--- src/rtl/leds_seq_pkg.sv ---
// leds_seq_pkg: mode and direction encodings shared by the LED sequencer files.
package leds_seq_pkg;
    localparam logic [1:0] MODE_BOUNCE = 2'b00;
    localparam logic [1:0] MODE_ROTATE = 2'b01;
    localparam logic [1:0] MODE_BLINK  = 2'b10;
    localparam logic [1:0] MODE_HOLD   = 2'b11;
    typedef enum logic {DIR_DOWN = 1'b0, DIR_UP = 1'b1} dir_t;
endpackage

--- src/rtl/leds_seq_prescaler.sv ---
// leds_seq_prescaler: step tick generator, one tick every i_prescale+1 enabled cycles.
module leds_seq_prescaler
    import leds_seq_pkg::*;
#(
    parameter int COUNTER_WIDTH = 24
) (
    input  logic                     i_clk,
    input  logic                     i_rst_n,
    input  logic                     i_enable,
    input  logic [COUNTER_WIDTH-1:0] i_prescale,
    output logic                     o_tick
);
    logic [COUNTER_WIDTH-1:0] r_cnt;

    // >= rather than == so a lowered compare value ticks on the next cycle
    assign o_tick = i_enable && (r_cnt >= i_prescale);

    always_ff @(posedge i_clk or negedge i_rst_n) begin
        if (!i_rst_n)
            r_cnt <= '0;
        else if (o_tick)
            r_cnt <= '0;
        else if (i_enable)
            r_cnt <= r_cnt + 1'b1;
    end
endmodule

--- src/rtl/leds_sequencer.sv ---
// leds_sequencer: LED window sequencer (bounce/rotate/blink/hold) with registered outputs.
// Optional dimming of the DATA outputs is built when LEDS_SEQ_PWM_EN is defined.
module leds_sequencer
    import leds_seq_pkg::*;
#(
    parameter int NUM_LEDS      = 8,
    parameter int WIN_WIDTH     = 2,
`ifdef LEDS_SEQ_PWM_EN
    parameter int PWM_BITS      = 4,
`endif
    parameter int COUNTER_WIDTH = 24
) (
    input  logic                     i_clk,
    input  logic                     i_rst_n,
    input  logic                     i_enable,
    input  logic [1:0]               i_mode,
    input  logic [COUNTER_WIDTH-1:0] i_prescale,
`ifdef LEDS_SEQ_PWM_EN
    input  logic [PWM_BITS-1:0]      i_duty,
`endif
    output logic [NUM_LEDS-1:0]      o_data,
    output logic                     o_step,
    output logic                     o_wrap
);
    localparam int PW = $clog2(NUM_LEDS);
    localparam logic [PW-1:0] PMAX = PW'(NUM_LEDS - WIN_WIDTH);
    localparam logic [PW-1:0] LAST = PW'(NUM_LEDS - 1);
    localparam logic [PW-1:0] ONE  = PW'(1);
    localparam logic [NUM_LEDS-1:0] RST_DATA = ~({NUM_LEDS{1'b1}} >> WIN_WIDTH);

    logic                w_tick;
    logic [PW-1:0]       r_pos, w_pos_nx;
    dir_t                r_dir, w_dir_nx;
    logic                r_phase, w_phase_nx, w_wrap_nx;
    logic [NUM_LEDS-1:0] r_data, w_win;

    leds_seq_prescaler #(.COUNTER_WIDTH(COUNTER_WIDTH)) u_prescaler (
        .i_clk      (i_clk),
        .i_rst_n    (i_rst_n),
        .i_enable   (i_enable),
        .i_prescale (i_prescale),
        .o_tick     (w_tick)
    );

    always_comb begin
        w_pos_nx   = r_pos;
        w_dir_nx   = r_dir;
        w_phase_nx = r_phase;
        w_wrap_nx  = 1'b0;
        case (i_mode)
            MODE_BOUNCE: begin
                if (r_pos > PMAX) begin
                    w_pos_nx = PMAX;
                    w_dir_nx = DIR_DOWN;
                end else if (PMAX == '0) begin
                    w_wrap_nx = 1'b1;
                end else if (r_dir == DIR_DOWN) begin
                    w_pos_nx  = (r_pos == '0) ? ONE : r_pos - ONE;
                    w_dir_nx  = (r_pos == '0) ? DIR_UP : DIR_DOWN;
                    w_wrap_nx = (r_pos == '0);
                end else begin
                    w_pos_nx  = (r_pos == PMAX) ? PMAX - ONE : r_pos + ONE;
                    w_dir_nx  = (r_pos == PMAX) ? DIR_DOWN : DIR_UP;
                    w_wrap_nx = (r_pos == PMAX);
                end
            end
            MODE_ROTATE: begin
                w_pos_nx  = (r_pos == LAST) ? '0 : r_pos + ONE;
                w_wrap_nx = (r_pos == LAST);
            end
            MODE_BLINK: begin
                w_phase_nx = ~r_phase;
                w_wrap_nx  = r_phase;
            end
            default: ;
        endcase
    end

    // window indices taken mod NUM_LEDS; bounce keeps pos<=PMAX so it never wraps
    always_comb begin
        w_win = '0;
        for (int i = 0; i < NUM_LEDS; i++)
            w_win[i] = ((i + NUM_LEDS - int'(w_pos_nx)) % NUM_LEDS) < WIN_WIDTH;
    end

    always_ff @(posedge i_clk or negedge i_rst_n) begin
        if (!i_rst_n) begin
            r_pos   <= PMAX;
            r_dir   <= DIR_DOWN;
            r_phase <= 1'b1;
            r_data  <= RST_DATA;
            o_step  <= 1'b0;
            o_wrap  <= 1'b0;
        end else begin
            o_step <= w_tick;
            o_wrap <= w_tick && w_wrap_nx;
            if (w_tick) begin
                r_pos   <= w_pos_nx;
                r_dir   <= w_dir_nx;
                r_phase <= w_phase_nx;
                r_data  <= (i_mode == MODE_BLINK) ? {NUM_LEDS{w_phase_nx}} : w_win;
            end
        end
    end

`ifdef LEDS_SEQ_PWM_EN
    logic [PWM_BITS-1:0] r_pcnt;

    always_ff @(posedge i_clk or negedge i_rst_n) begin
        if (!i_rst_n)
            r_pcnt <= '0;
        else
            r_pcnt <= r_pcnt + 1'b1;
    end

    assign o_data = r_data & {NUM_LEDS{r_pcnt < i_duty}};
`else
    assign o_data = r_data;
`endif
endmodule

--- config.mk ---
export PLATFORM = sky130hd
export DESIGN_NAME = leds_sequencer
export DESIGN_NICKNAME = d
export VERILOG_FILES = /design/src/rtl/leds_seq_pkg.sv /design/src/rtl/leds_seq_prescaler.sv /design/src/rtl/leds_sequencer.sv
export SDC_FILE = /design/constraint.sdc
export NUM_CORES = 1
export LEC_CHECK = 0
export CORE_MARGIN = 2
export CORE_UTILIZATION = 55
export DETAILED_ROUTE_END_ITERATION = 12
export HOLD_SLACK_MARGIN = 0.08
export PLACE_DENSITY_LB_ADDON = 0.05
export SKIP_LAST_GASP = 1
export SLEW_MARGIN = 5
export SYNTH_ARGS = -nofsm -noshare
export SYNTH_HDL_FRONTEND = slang
export SYNTH_SLANG_ARGS = --single-unit
--- constraint.sdc ---
create_clock -name i_clk -period 2.6 [get_ports i_clk]
set_input_delay 0.52 -clock i_clk [delete_from_list [all_inputs] [get_ports i_clk]]
set_output_delay 0.52 -clock i_clk [all_outputs]
set_load 0.1 [all_outputs]
# ---- Yosys cells after proc, flatten, opt, wreduce, memory -nomap -nowiden
# Index checks and enable logic that the tools add are counted.
dict set report totals {
  mem_count 0
  mem_bits_ro 0
  in_bits 29
  word_cells 72
  latchBits 0
  ram_bits 0
  register_bits 39
  output_inout_bits 10
}
dict set report op_classes {
  n_reduce_logical 14
  n_lt_le_gt_ge 10
  div 0
  muxes 17
  mul 0
  add_sub_neg 11
  bitwise_logic 9
  n_eq_ne 4
  n_shift 0
}
# operator count
set op_table {}
lappend op_table {{24-bit 2-to-1 mux} 2}
lappend op_table {{4-bit by 3-bit subtractor with 5-bit output (first input constant)} 8}
lappend op_table {{4-bit by 3-bit less-than comparator with 1-bit output (second input constant)} 8}
lappend op_table {{24-bit by 1-bit adder with 24-bit output (second input constant)} 1}
lappend op_table {{24-bit >= comparator} 1}
lappend op_table {{3-bit OR reduction} 8}
lappend op_table {{3-bit 2-to-1 mux} 5}
lappend op_table {{1-bit AND} 8}
lappend op_table {{8-bit 2-to-1 mux} 1}
lappend op_table {{1-bit 2-to-1 mux} 7}
lappend op_table {{3-bit equality test (second input constant)} 2}
lappend op_table {{3-bit one-hot mux with 2 select lines} 1}
lappend op_table {{3-bit by 1-bit adder with 3-bit output (second input constant)} 1}
lappend op_table {{3-bit greater-than comparator (second input constant)} 1}
lappend op_table {{3-bit zero test} 1}
lappend op_table {{1-bit one-hot mux with 3 select lines} 1}
lappend op_table {{3-bit by 1-bit subtractor with 3-bit output (second input constant)} 1}
lappend op_table {{2-bit by 1-bit equality test with 1-bit output (second input constant)} 1}
lappend op_table {{2-bit equality test (second input constant)} 1}
lappend op_table {{1-bit logical AND} 2}
lappend op_table {{2-bit zero test} 1}
lappend op_table {{2-bit AND reduction} 1}
lappend op_table {{2-bit nonzero test} 1}
lappend op_table {{1-bit inverter} 1}

# ---- Logic depth before layout (Yosys ltp)
dict set report depth {
  word_depth 10
  ltp_mapped 12
  mapped_depth_nobuf 12
}

# ---- Hierarchy
# A second synthesis with hierarchy kept.
dict set report unflattened {
  hier_cells 327
  area_unflattened_um2 3030.4
}
# mod cells_each area_per_inst_um2 seq_area_each_um2 instances
set by_module_without_submodules {}
lappend by_module_without_submodules {leds_seq_prescaler 206 1880.6 600.6 1}
lappend by_module_without_submodules {leds_sequencer 121 1149.9 381.6 1}

# ---- Worst setup path after synthesis
# Ideal clock, no wire load.
dict set report synth_path {
  path_type {flip-flop to flip-flop}
  startpoint {register r_pos[1]}
  endpoint {register r_data[0] (netlist: o_data[0])}
  synth_period_minus_slack_ps 2371
  setup_ps 125
  path_slack_ps 229
  arrival_ps 2245
  path_stages_with_launch 11
  n_path_buf 0
  required_time_ps 2475
  path_cell_list {dfstp_2 ha_1 nand3b_1 and2_1 nor3_1 o21ai_0 inv_1 ha_1 xor2_1 a31o_2 mux2_2}
}
dict set report synth_between {
  elab_chain_cells 10
  word_cells_on_any_way 17
  cone_classes {add/sub: 3; order compare: 2; eq/ne: 2; mux: 7; bitwise: 1; reduce/logical: 2}
}
# item line_no
set synth_rtl {}
lappend synth_rtl {{from (decl)} leds_sequencer.sv:32} ;# logic [PW-1:0] r_pos, w_pos_nx;
lappend synth_rtl {{from (signal assigned)} leds_sequencer.sv:98} ;# r_pos <= w_pos_nx;
lappend synth_rtl {{3-bit equality test / 3-bit zero test (equally long branches)} {leds_sequencer.sv:62, leds_sequencer.sv:58}}
lappend synth_rtl {{3-bit 2-to-1 mux (on tied branches)} {leds_sequencer.sv:62, leds_sequencer.sv:58}}
lappend synth_rtl {{3-bit 2-to-1 mux} leds_sequencer.sv:57} ;# end else if (r_dir == DIR_DOWN) begin
lappend synth_rtl {{3-bit 2-to-1 mux} leds_sequencer.sv:52} ;# if (r_pos > PMAX) begin
lappend synth_rtl {{3-bit one-hot mux with 2 select lines *} leds_sequencer.sv:50} ;# case (i_mode)
lappend synth_rtl {{net w_pos_nx[0]} leds_sequencer.sv:32}
lappend synth_rtl {{4-bit by 3-bit subtractor with 5-bit output *} leds_sequencer.sv:83} ;# w_win[i] = ((i + NUM_LEDS - int'(w_pos_nx)) % NUM_LEDS) < WIN_WIDTH;
lappend synth_rtl {{3-bit OR reduction (no line)} -}
lappend synth_rtl {{1-bit AND (no line)} -}
lappend synth_rtl {{4-bit by 3-bit less-than comparator with 1-bit output *} leds_sequencer.sv:83}
lappend synth_rtl {{8-bit 2-to-1 mux *} leds_sequencer.sv:101} ;# r_data <= (i_mode == MODE_BLINK) ? {NUM_LEDS{w_phase_nx}} : w_win;
lappend synth_rtl {{to (signal assigned)} leds_sequencer.sv:101}
lappend synth_rtl {{to (decl)} leds_sequencer.sv:35} ;# logic [NUM_LEDS-1:0] r_data, w_win;
# Mark *: on every way through the listed nets, which the timed path passes. The rest lies on a longest branch.
# A chain may end at the register's enable or synchronous reset.

# ---- Worst setup path in the final report
dict set report layout_path {
  startpoint {register r_pos[1]}
  endpoint {register r_data[0] (netlist: o_data[0])}
}
dict set report layout_between {
  elab_chain_cells 10
  word_cells_on_any_way 17
  cone_classes {add/sub: 3; order compare: 2; eq/ne: 2; mux: 7; bitwise: 1; reduce/logical: 2}
}
# item line_no
set layout_rtl {}
lappend layout_rtl {{3-bit by 1-bit subtractor with 3-bit output, or another cell as far along} leds_sequencer.sv:58} ;# w_pos_nx = (r_pos == '0) ? ONE : r_pos - ONE;
lappend layout_rtl {{3-bit 2-to-1 mux (on tied branches)} {leds_sequencer.sv:58, leds_sequencer.sv:62}}
lappend layout_rtl {{3-bit 2-to-1 mux} leds_sequencer.sv:57}
lappend layout_rtl {{3-bit 2-to-1 mux} leds_sequencer.sv:52}
lappend layout_rtl {{3-bit one-hot mux with 2 select lines *} leds_sequencer.sv:50}
lappend layout_rtl {{net w_pos_nx[1]} leds_sequencer.sv:32}
lappend layout_rtl {{4-bit by 3-bit subtractor with 5-bit output *} leds_sequencer.sv:83}
lappend layout_rtl {{3-bit OR reduction (no line)} -}
lappend layout_rtl {{1-bit AND (no line)} -}
lappend layout_rtl {{4-bit by 3-bit less-than comparator with 1-bit output *} leds_sequencer.sv:83}
lappend layout_rtl {{8-bit 2-to-1 mux *} leds_sequencer.sv:101}
# Marked as above.

==> key figures <==
Routing
  – M1 wire length: roughly 2600 um
  – Met3 wire len: around 210 um
  – Met2 routed WL: 2720 um
  – DRT Wirelength: 5690 um
  – Initial detailed-routing violation count: 69
  – Drt drc: 0
  – Post-DRT Antenna Nets: 0
  – Top layer in use: met4
  – Vias per cell: 5.11
  – Detailed Routing Iterations Pass 1: 4
  – Vias: 2,290
  – Drt wl/cell: 12.7 um

Yosys
  – Post-synth EDFFs: 0
  – Cells after Synth: 314
  – Synth warn: 0
  – Fraction of registers with async set/reset: 1.00
  – Most used DFF post-synth: dfrtp_1
  – Syn Nets: 377
  – #FFs+latches synth: 39
  – Distinct cell type count after synthesis: 46
  – Synth Cell Area: about 2800 um^2
  – Synthesized area per cell: 9.06 um^2
  – Register area share after synthesis: 0.345

Final layout
  – Final Net Count: 440
  – Area delta synth->final: 25.0%
  – Share of layout cells above drive strength 1: 0.190
  – Register area: around 980 um^2
  – N_diodes: 0
  – Area of the multi-input gates: 1670 um^2
  – Layout Cells excl Fill: between 400 and 500
  – Most common cell after layout, fill and taps aside: buf_4
  – Fin util: 0.705
  – FILL cells: around 430
  – Most frequent cells in the layout: buf_4, inv_1, ha_1, dfrtp_1, nor2_1

Clock tree
  – Hold_buf cts: 0
  – Worst-Skew Late Latency: 290 ps
  – CTS max path bufs: 2
  – Reg clk slew, reported paths: around 80 ps
  – Clock sink total: 39
  – CTS Buf Count: 5
  – CTS root buf: clkbuf_8
  – TritonCTS clock tree: yes
  – H-tree Lvls: 2

Global routing
  – First-pass GRT wire length: 10,500 um
  – Antenna violations before repair: 0
  – Largest net degree at the start of global routing: 40
  – Total track usage: 0.222
  – Grt total ovfl: 0
  – Vias in the first global route: 2,342

Timing
  – Setup TNS: 0 ps
  – Endpoints failing setup: 0
  – Clock skew: ~4.5 ps
  – Fin. max-slew vios: 0
  – Final hold vios: 0
  – Worst slew pin tran: 869 ps
  – RSZ-0062 raised after global routing: yes
  – Slew HR: 0.420
  – Worst hold slack: 339 ps
  – Final worst path period need: 2460 ps
  – Maximum clock frequency: 406 MHz
  – Final period util: 0.948

Setup path
  – Crit Path Max Fanout: 6
  – Critical Path RT: ~2800 ps
  – Startpoint type of the worst setup path: register
  – Crit path DAT: 2640 ps
  – Critical path class: register to register
  – Crit path capture type: register

Die
  – Die W: 75.9 um
  – Area of the die: about 5800 um^2
  – I/O Pins: 39
  – Row cnt: 26
  – Die height: 75.9 um
  – Starting Density: 0.564
  – Core ar.: 5040 um^2

Job
  – Max-cap violation count: 0

Run status
  – Status: completed

Power and ir drop
  – Leakage: approximately 1.8 nW
  – Overall Power: 1.71 mW
  – PD cells: 482 nW/um^2
  – VDD IR max: 0.272 mV

Place
  – Cells after DPL: 438
  – DPL Wire Length: between 4000 and 5000 um
  – GP Congestion: about 0.8
  – Port Buffers: 38

Min path
  – Hold WC Path Type: primary input to asynchronous set/reset pin
cell families (layout without fill, tap and decap cells):
kind of cell	Yosys count	count (layout)	synth area share
and+or+nand+nor	112	112	0.201
AOI/OAI and AO/OA	50	50	0.119
buffers and inverters	46	110	0.0712
DFF	39	39	0.345
adders and majority gates	34	34	0.150
xor gates and xnor gates	21	21	0.0646
muxes	12	12	0.0497
layout make-up:
cell class	instances	area share
Inverter	37	0.0390
Clock inverter	2	0.00985
Timing Repair Buffer	65	0.159
Tap cell	70	0.0246
Multi-Input combinational cell	229	0.468
Sequential cell	39	0.276
Clock buffer	6	0.0232
worst max-delay path, stage by stage (launching register included):
cell	delay, ps
dfstp_2	600
inv_2	80
ha_1	290
nor2b_1	40
o21ai_0	160
o31a_1	250
inv_1	80
ha_1	190
xor2_1	170
a31o_2	250
mux2_2	250
flip-flops by register name, summed over array words and instances, names as in the netlist:
| name | count |
|---|---|
| r_pos | 3 |
| u_prescaler.r_cnt | 24 |
| o_wrap | 1 |
| o_step | 1 |
| o_data | 8 |
| r_dir | 1 |
| r_phase | 1 |
where the power goes:
part           total, mW  switching, mW  leakage [nW]  internal (mW)
registers          0.743         0.0780         0.495          0.665
logic              0.441          0.240          1.26          0.200
clock network      0.529          0.219        0.0612          0.311
total               1.71          0.537          1.82           1.18
what timing repair did:
action	in CTS	in global routing
resized for setup	0	4
endpoints found under the setup margin	0	7
setup buffers	0	2
metrics by stage:
| step | cell area, um^2 | worst slack (ps) |
|---|---|---|
| floorplan | 2850 | 229 |
| global placement | 3420 | -171 |
| global route | 3560 | -6.96 |
| detailed placement | 3420 | -212 |
| CTS | 3540 | 16.0 |
| finish | 3560 | 136 |
synthesized netlist by cell type (3+ instances only):
cell type | number | area share
a21oi_1 | 16 | 0.028
and3_1 | 9 | 0.020
buf_2 | 3 | 0.0053
buf_6 | 3 | 0.012
dfrtp_1 | 34 | 0.30
dfstp_2 | 5 | 0.046
ha_1 | 34 | 0.15
inv_1 | 37 | 0.049
mux2_2 | 5 | 0.020
mux2_4 | 3 | 0.016
mux2i_1 | 4 | 0.014
nand2_1 | 29 | 0.038
nand2b_1 | 6 | 0.013
nand3_1 | 10 | 0.018
nand4_1 | 9 | 0.020
nor2_1 | 30 | 0.040
nor3_1 | 3 | 0.0053
nor3_2 | 3 | 0.011
nor3b_1 | 3 | 0.0079
o211ai_1 | 3 | 0.0079
o21ai_0 | 13 | 0.023
xnor2_1 | 10 | 0.031
xor2_1 | 11 | 0.034
final timing paths:
path	slack, ps	cells after the start	start	to
worst max-delay path	140	10	r_pos[1]	o_data[0]
worst min-delay path	340	1	i_rst_n	u_prescaler.r_cnt[3]
worst min register to register	510	1	o_data[2]	o_data[2]
min in group i_clk	510	1	o_data[2]	o_data[2]
max in group asynchronous	1710	1	i_rst_n	u_prescaler.r_cnt[7]
worst max register to register	140	10	r_pos[1]	o_data[0]
routing by layer:
metal / track usage / up-vias
met4: 0.0764 / 0
met5: 0 / -
li1: - / 1201
met2: 0.370 / 31
met3: 0.0548 / 9
met1: 0.283 / 1049
No activity file was read; power rests on OpenSTA's default activity.
